<file path="config.mk">
export PLATFORM = sky130hd
export DESIGN_NAME = eprisc_bus_arbiter
export DESIGN_NICKNAME = d
export VERILOG_FILES = /design/src/rtl/eprisc_bus_arbiter.sv
export SDC_FILE = /design/constraint.sdc
export NUM_CORES = 1
export LEC_CHECK = 0
export CORE_MARGIN = 4
export CORE_UTILIZATION = 32
export DETAILED_ROUTE_END_ITERATION = 6
export PLACE_DENSITY = 0.61
export SYNTH_ARGS = -nofsm -noshare
export SYNTH_HDL_FRONTEND = slang
export SYNTH_SLANG_ARGS = --single-unit
</file>
<file path="constraint.sdc">
create_clock -name iBoardClock -period 6.8 [get_ports iBoardClock]
set_clock_uncertainty 0.1 [all_clocks]
set_input_delay 0.68 -clock iBoardClock [delete_from_list [all_inputs] [get_ports iBoardClock]]
set_output_delay 0.68 -clock iBoardClock [all_outputs]
set_load 0.1 [all_outputs]
</file>
<file path="src/rtl/eprisc_bus_arbiter.sv">
// Round-robin owner of the 8-bit system I/O bus for the core (req0) and DMA/loader (req1).
// Sequences each granted transaction byte by byte and hands the MISO byte back to the owner.
module eprisc_bus_arbiter #(
    parameter int CLKDIV = 2
) (
    input  logic        iBoardClock,
    input  logic        iBoardReset,
    input  logic [1:0]  iReqRequest,
    input  logic [3:0]  iReqSelect,
    input  logic [15:0] iReqData,
    input  logic [1:0]  iReqValid,
    input  logic [1:0]  iReqLast,
    output logic [1:0]  oReqGrant,
    output logic [1:0]  oReqReady,
    output logic [1:0]  oReqStrobe,
    output logic [7:0]  oReqData,
    output logic        oBusClock,
    output logic [1:0]  oBusSelect,
    output logic [7:0]  oBusMOSI,
    input  logic [7:0]  iBusMISO
);
    typedef enum logic [2:0] {sIdle, sGrant, sWait, sLow, sHigh, sDone} state_t;

    localparam logic [7:0] phaseReload = 8'(CLKDIV - 1);

    state_t     state;
    logic       owner;
    logic       lastOwner;
    logic       lastFlag;
    logic [7:0] phaseCount;
    logic [7:0] misoCapture;
    logic [1:0] ownerMask;
    logic       nextOwner;

    assign ownerMask = owner ? 2'b10 : 2'b01;

    // Contention goes to whichever master did not own the bus last.
    always_comb begin
        nextOwner = iReqRequest[1];
        if (&iReqRequest) nextOwner = ~lastOwner;
    end

    always_ff @(posedge iBoardClock or negedge iBoardReset) begin
        if (!iBoardReset) begin
            state       <= sIdle;
            owner       <= 1'b0;
            lastOwner   <= 1'b1;
            lastFlag    <= 1'b0;
            phaseCount  <= 8'd0;
            misoCapture <= 8'd0;
            oReqGrant   <= 2'b00;
            oReqReady   <= 2'b00;
            oReqStrobe  <= 2'b00;
            oReqData    <= 8'd0;
            oBusClock   <= 1'b0;
            oBusSelect  <= 2'b00;
            oBusMOSI    <= 8'd0;
        end else begin
            oReqStrobe <= 2'b00;
            case (state)
                sIdle: begin
                    if (|iReqRequest) begin
                        owner      <= nextOwner;
                        oReqGrant  <= nextOwner ? 2'b10 : 2'b01;
                        oBusSelect <= nextOwner ? iReqSelect[3:2] : iReqSelect[1:0];
                        state      <= sGrant;
                    end
                end
                sGrant: begin
                    oReqReady <= ownerMask;
                    state     <= sWait;
                end
                sWait: begin
                    // An offered byte wins over a request drop in the same cycle.
                    if (iReqValid[owner]) begin
                        oBusMOSI   <= owner ? iReqData[15:8] : iReqData[7:0];
                        lastFlag   <= iReqLast[owner];
                        oReqReady  <= 2'b00;
                        phaseCount <= phaseReload;
                        state      <= sLow;
                    end else if (!iReqRequest[owner]) begin
                        oReqReady  <= 2'b00;
                        oReqGrant  <= 2'b00;
                        oBusSelect <= 2'b00;
                        state      <= sDone;
                    end
                end
                sLow: begin
                    if (phaseCount == 8'd0) begin
                        oBusClock   <= 1'b1;
                        misoCapture <= iBusMISO;
                        phaseCount  <= phaseReload;
                        state       <= sHigh;
                    end else begin
                        phaseCount <= phaseCount - 8'd1;
                    end
                end
                sHigh: begin
                    if (phaseCount == 8'd0) begin
                        oBusClock  <= 1'b0;
                        oReqData   <= misoCapture;
                        oReqStrobe <= ownerMask;
                        if (lastFlag) begin
                            oReqGrant  <= 2'b00;
                            oBusSelect <= 2'b00;
                            state      <= sDone;
                        end else begin
                            oReqReady <= ownerMask;
                            state     <= sWait;
                        end
                    end else begin
                        phaseCount <= phaseCount - 8'd1;
                    end
                end
                sDone: begin
                    lastOwner <= owner;
                    state     <= sIdle;
                end
                default: state <= sIdle;
            endcase
        end
    end
endmodule

</file>
### Word-level counts from Yosys, hierarchy flattened

Index checks and enable logic that the tools add are counted.

| storage, ports and cells | value |
|---|---|
| bits in registers | 47 |
| latch bits | 0 |
| bits in writable memories | 0 |
| bits in read-only memories | 0 |
| bits of input ports | 36 |
| output and inout port bits | 25 |
| word-level logic and storage cells | 87 |
| memories | 0 |

| operators by class | value |
|---|---|
| add/subtract/negate cells | 1 |
| multipliers | 0 |
| divide/modulo/power cells | 0 |
| order comparisons | 1 |
| eq/ne operators | 15 |
| shift-type cells | 0 |
| mux-type cells | 39 |
| bitwise logic cells | 1 |
| reduce and logical (&&, ||, !) cells | 17 |

Operator list:

| cell | number |
|---|---|
| $mux W8 | 4 |
| $mux W2 | 14 |
| $pmux W8 S3 | 1 |
| $mux W3 | 6 |
| $ne A2 B2 Y1 const B | 9 |
| $pmux W2 S3 | 3 |
| $pmux W3 S5 | 1 |
| $reduce_and A2 Y1 | 5 |
| $mux W1 | 9 |
| $reduce_bool A3 Y1 | 3 |
| $logic_not A8 Y1 | 1 |
| $reduce_and A4 Y1 | 2 |
| $sub A8 B1 Y8 const B | 1 |
| $eq A3 B2 Y1 const B | 2 |
| $eq A3 B3 Y1 const B | 2 |
| $reduce_and A3 Y1 | 2 |
| $reduce_and A6 Y1 | 1 |
| $eq A3 B1 Y1 const B | 1 |
| $logic_not A3 Y1 | 1 |
| $ne A3 B3 Y1 const B | 1 |
| $lt A1 B2 Y1 const B | 1 |
| $pmux W1 S2 | 1 |
| $reduce_bool A2 Y1 | 1 |
| $reduce_or A2 Y1 | 1 |
| $not A1 Y1 | 1 |

### Depth between registers and ports, before layout

| logic depth | value |
|---|---|
| depth in word-level cells | 5 |
| gate-level depth with buffers | 7 |
| depth with buffers taken out | 6 |

### Least setup slack after synthesis

Ideal clock, no wire load.

| timing path | value |
|---|---|
| path kind | register to register |
| from | register phaseCount[0] |
| to | register oReqData[0] |
| library setup time | 125 ps |
| data arrival time | 1898 ps |
| required time | 6575 ps |
| path slack | 4677 ps |
| cell stages (with the launch flop) | 8 |
| path buffers | 1 |
| clock period less this slack | 2123 ps |
| cells stage by stage | dfrtp_1 inv_1 ha_1 or3b_2 nor2_4 nand2_4 buf_6 mux2_4 |

| on the way | value |
|---|---|
| word-level cells in the longest chain between the ends | 2 |

RTL lines:

| item | line | text |
|---|---|---|
| start: declaration | 30 | `logic [7:0] phaseCount;` |
| start signal: assignment | 79 | `phaseCount <= phaseReload;` |
| start signal: assignment | 92 | `phaseCount <= phaseReload;` |
| start signal: assignment | 95 | `phaseCount <= phaseCount - 8'd1;` |
| $logic_not A8 Y1 | 99 | `if (phaseCount == 8'd0) begin` |
| $reduce_and A2 Y1 (no line) | - |  |
| end signal: assignment | 101 | `oReqData <= misoCapture;` |
| end: declaration | 16 | `output logic [7:0] oReqData,` |

Every way passes these cells.
A chain may end at the register's enable or synchronous reset.

### Final worst setup path

| timing path | value |
|---|---|
| from | register owner |
| to | register phaseCount[5] |

| on the way | value |
|---|---|
| word-level cells in the longest chain between the ends | 4 |

RTL lines:

| item | line | text |
|---|---|---|
| start: declaration | 27 | `logic owner;` |
| start signal: assignment | 63 | `owner <= nextOwner;` |
| $mux W1 (not written as such) (2 in series) | 75 | `if (iReqValid[owner]) begin` |
| $ne A2 B2 Y1 (no line) | - |  |
| $reduce_and A3 Y1 (no line) | - |  |

Every way passes these cells. The select of a mux whose other input is x is not followed.

==> summary.txt <==
Die X = 95.37 µm
Die span in y = 95.37 µm
Initial antenna violation count = 0
Post-route clock period utilization = 38.91%
Seq/Total Area, Yosys = 48.21%
Post-Synthesis Cells = 216
Worst hold path class = input pin to async pin
Routed Antenna Nets = 0
Met3 track demand over resource = 3.867%
Grt total ovfl = 0
N_diodes = 0
Synth top cells by count = dfrtp_1, nor2_1, a21oi_1
Final GP Congestion = 0.8021
Avg WL per Cell = 14.54 µm
Worst skew pair latency = 0.30 ns
Final Hold Fails = 0
Reg-to-reg slack, setup = 4.15 ns
I/O pin count = 61
Setup Viol. Count Final = 0
Vias in the first global route = 1890
Req. time, crit path = 6.91 ns
H-tree depth = 2
Vias = 1852
Post-Route WL = 5452 µm
Core area = 7331 µm²
F_max = 377.9 MHz
Hold_buf cts = 0
Port Buffers = 60
Setup Buffers After CTS = 0
Run status = complete, no violations
Crit path launch type = flip-flop
Reg2reg start = owner
Worst-path maximum fanout = 15
Max-cap violations = 0
Crit path to = phaseCount[5]
Number of synthesized register bits = 47
Sink Count = 47
Largest area contributor in the netlist = dfrtp_1
First-pass GRT wire length = 9080 µm
Crit path time final = 2.646 ns
Post_cts resized = 0
Setup Crit Path Kind = flip-flop to flip-flop
Cells on worst reg2reg path = 4
Critical Path End Type = flip-flop
Busiest grt layer = met2
Syn_nets = 254
Worst Tran Pin Value = 1.045 ns
Synth top area share = 47.13%
Grt met2 use = 19.77%
Initial DRC Count = 104
Crit path launch = owner
CTS tree = built
Bufs on Longest Clock Path = 2
Worst path arrival time = 2.76 ns
Rel. slew slack = 29.96%
Clock transition at path regs = 0.10 ns
GRT Resource Usage Total = 12.73%
Area growth syn-to-layout = 31.35%
Die area = 9094 µm²
Top post-synthesis cells by area = dfrtp_1, mux2_2, mux2i_1
Final nets = 313
Asr flop ratio synth = 100.0%
Most frequent cell after synthesis = dfrtp_1
Filler cell count = 691
Library cells used by synthesis = 55
Pins Over Slew Limit = 0
Largest net degree at the start of global routing = 48
Initial Util = 33.32%
DR vias/cell = 4.939
Rows = 31
GR Util met1 = 17.11%
DR pass1 iterations = 4
Synth Flop Type = dfrtp_1
Syn Area/Cell = 11.31 µm²
Ys Warns = 0
Sum Neg Setup Slack = 0 ns
Dpl hpwl = 4035 µm
Cell Area, Synth = 2442 µm²
Worst R2R End = phaseCount[5]
Root buf cell = clkbuf_8
Layout cells sized above 1 = 17.75%
DRC = 0
Num CTS Buffers = 5
RSZ-0062 raised after global routing = false
Post-synth EDFFs = 0
critical path: stages, from the launching register on:
cell      delay (ns)
dfrtp_1         0.82
mux2_2          0.47
o21ai_1         0.72
nor2_1          0.22
a211oi_1        0.23
stage by stage:
stage	util [%]	area (µm²)	std cells	hold WS, ns	setup WS, ns
floorplan	-	2442	216	0.2844	4.677
global placement	42.45	3112	367	0.3678	4.075
detailed placement	42.45	3112	367	0.3779	4.012
CTS	43.76	3208	375	0.3836	4.121
global route	43.76	3208	375	0.4062	3.895
finish	43.76	3208	375	0.3599	4.154
routing by layer:
layer / routed length [µm] / vias up
li1: - / 911
met1: 2413 / 881
met2: 2637 / 53
met3: 339 / 7
met4: 61 / 0
met5: 0 / -
cell type report:
type,instances,area [µm²],share of cell area [%]
clock inverter,3,27.53,0.8580
tap,99,123.9,3.861
sequential,47,1177,36.70
timing repair buffer,61,603.1,18.80
inverter,7,26.28,0.8190
clock buffer,5,68.82,2.145
multi-input combinational,153,1181,36.82
flip-flops by register name (all words and copies together), names as in the netlist:
signal       cells
misoCapture      8
oBusMOSI         8
oReqData         8
phaseCount       8
state            3
oBusSelect       2
oReqGrant        2
oReqReady        2
oReqStrobe       2
lastFlag         1
lastOwner        1
oBusClock        1
owner            1
layout by cell type (no fill, tap or decap), types with 6 or more instances in the layout:
| cell type | Yosys | routed |
|---|---|---|
| clkdlybuf4s50_1 | 0 | 59 |
| dfrtp_1 | 46 | 46 |
| nor2_1 | 21 | 21 |
| a21oi_1 | 17 | 17 |
| mux2_2 | 16 | 16 |
| mux2i_1 | 14 | 14 |
| nand2_1 | 10 | 10 |
| inv_1 | 7 | 7 |
| mux2_4 | 7 | 7 |
| nor3_1 | 6 | 6 |
worst min-delay path by stage:
stage                start            end  slack, ns  depth (start not counted)
6_report       iBoardReset  phaseCount[6]       0.36                          2
5_1_grt        iBoardReset  oReqStrobe[1]       0.41                          2
3_5_place_dp     lastOwner      lastOwner       0.38                          2
3_3_place_gp     lastOwner      lastOwner       0.37                          2
2_1_floorplan  iBoardReset       lastFlag       0.28                          0
4_1_cts        iBoardReset  oReqStrobe[1]       0.38                          2
logic make-up (layout without fill, tap and decap cells):
group	count (synthesis)	in the layout	synth area share, %
buf+inv	16	76	3.432
compound gates	54	54	15.83
mux	37	37	17.42
flops	47	47	48.21
fa+ha+maj	2	2	1.024
simple gates	59	59	13.73
xor+xnor	1	1	0.3587
Power is not shown: default switching activity piles up to over one toggle a cycle in this logic, so the estimate is an artifact.
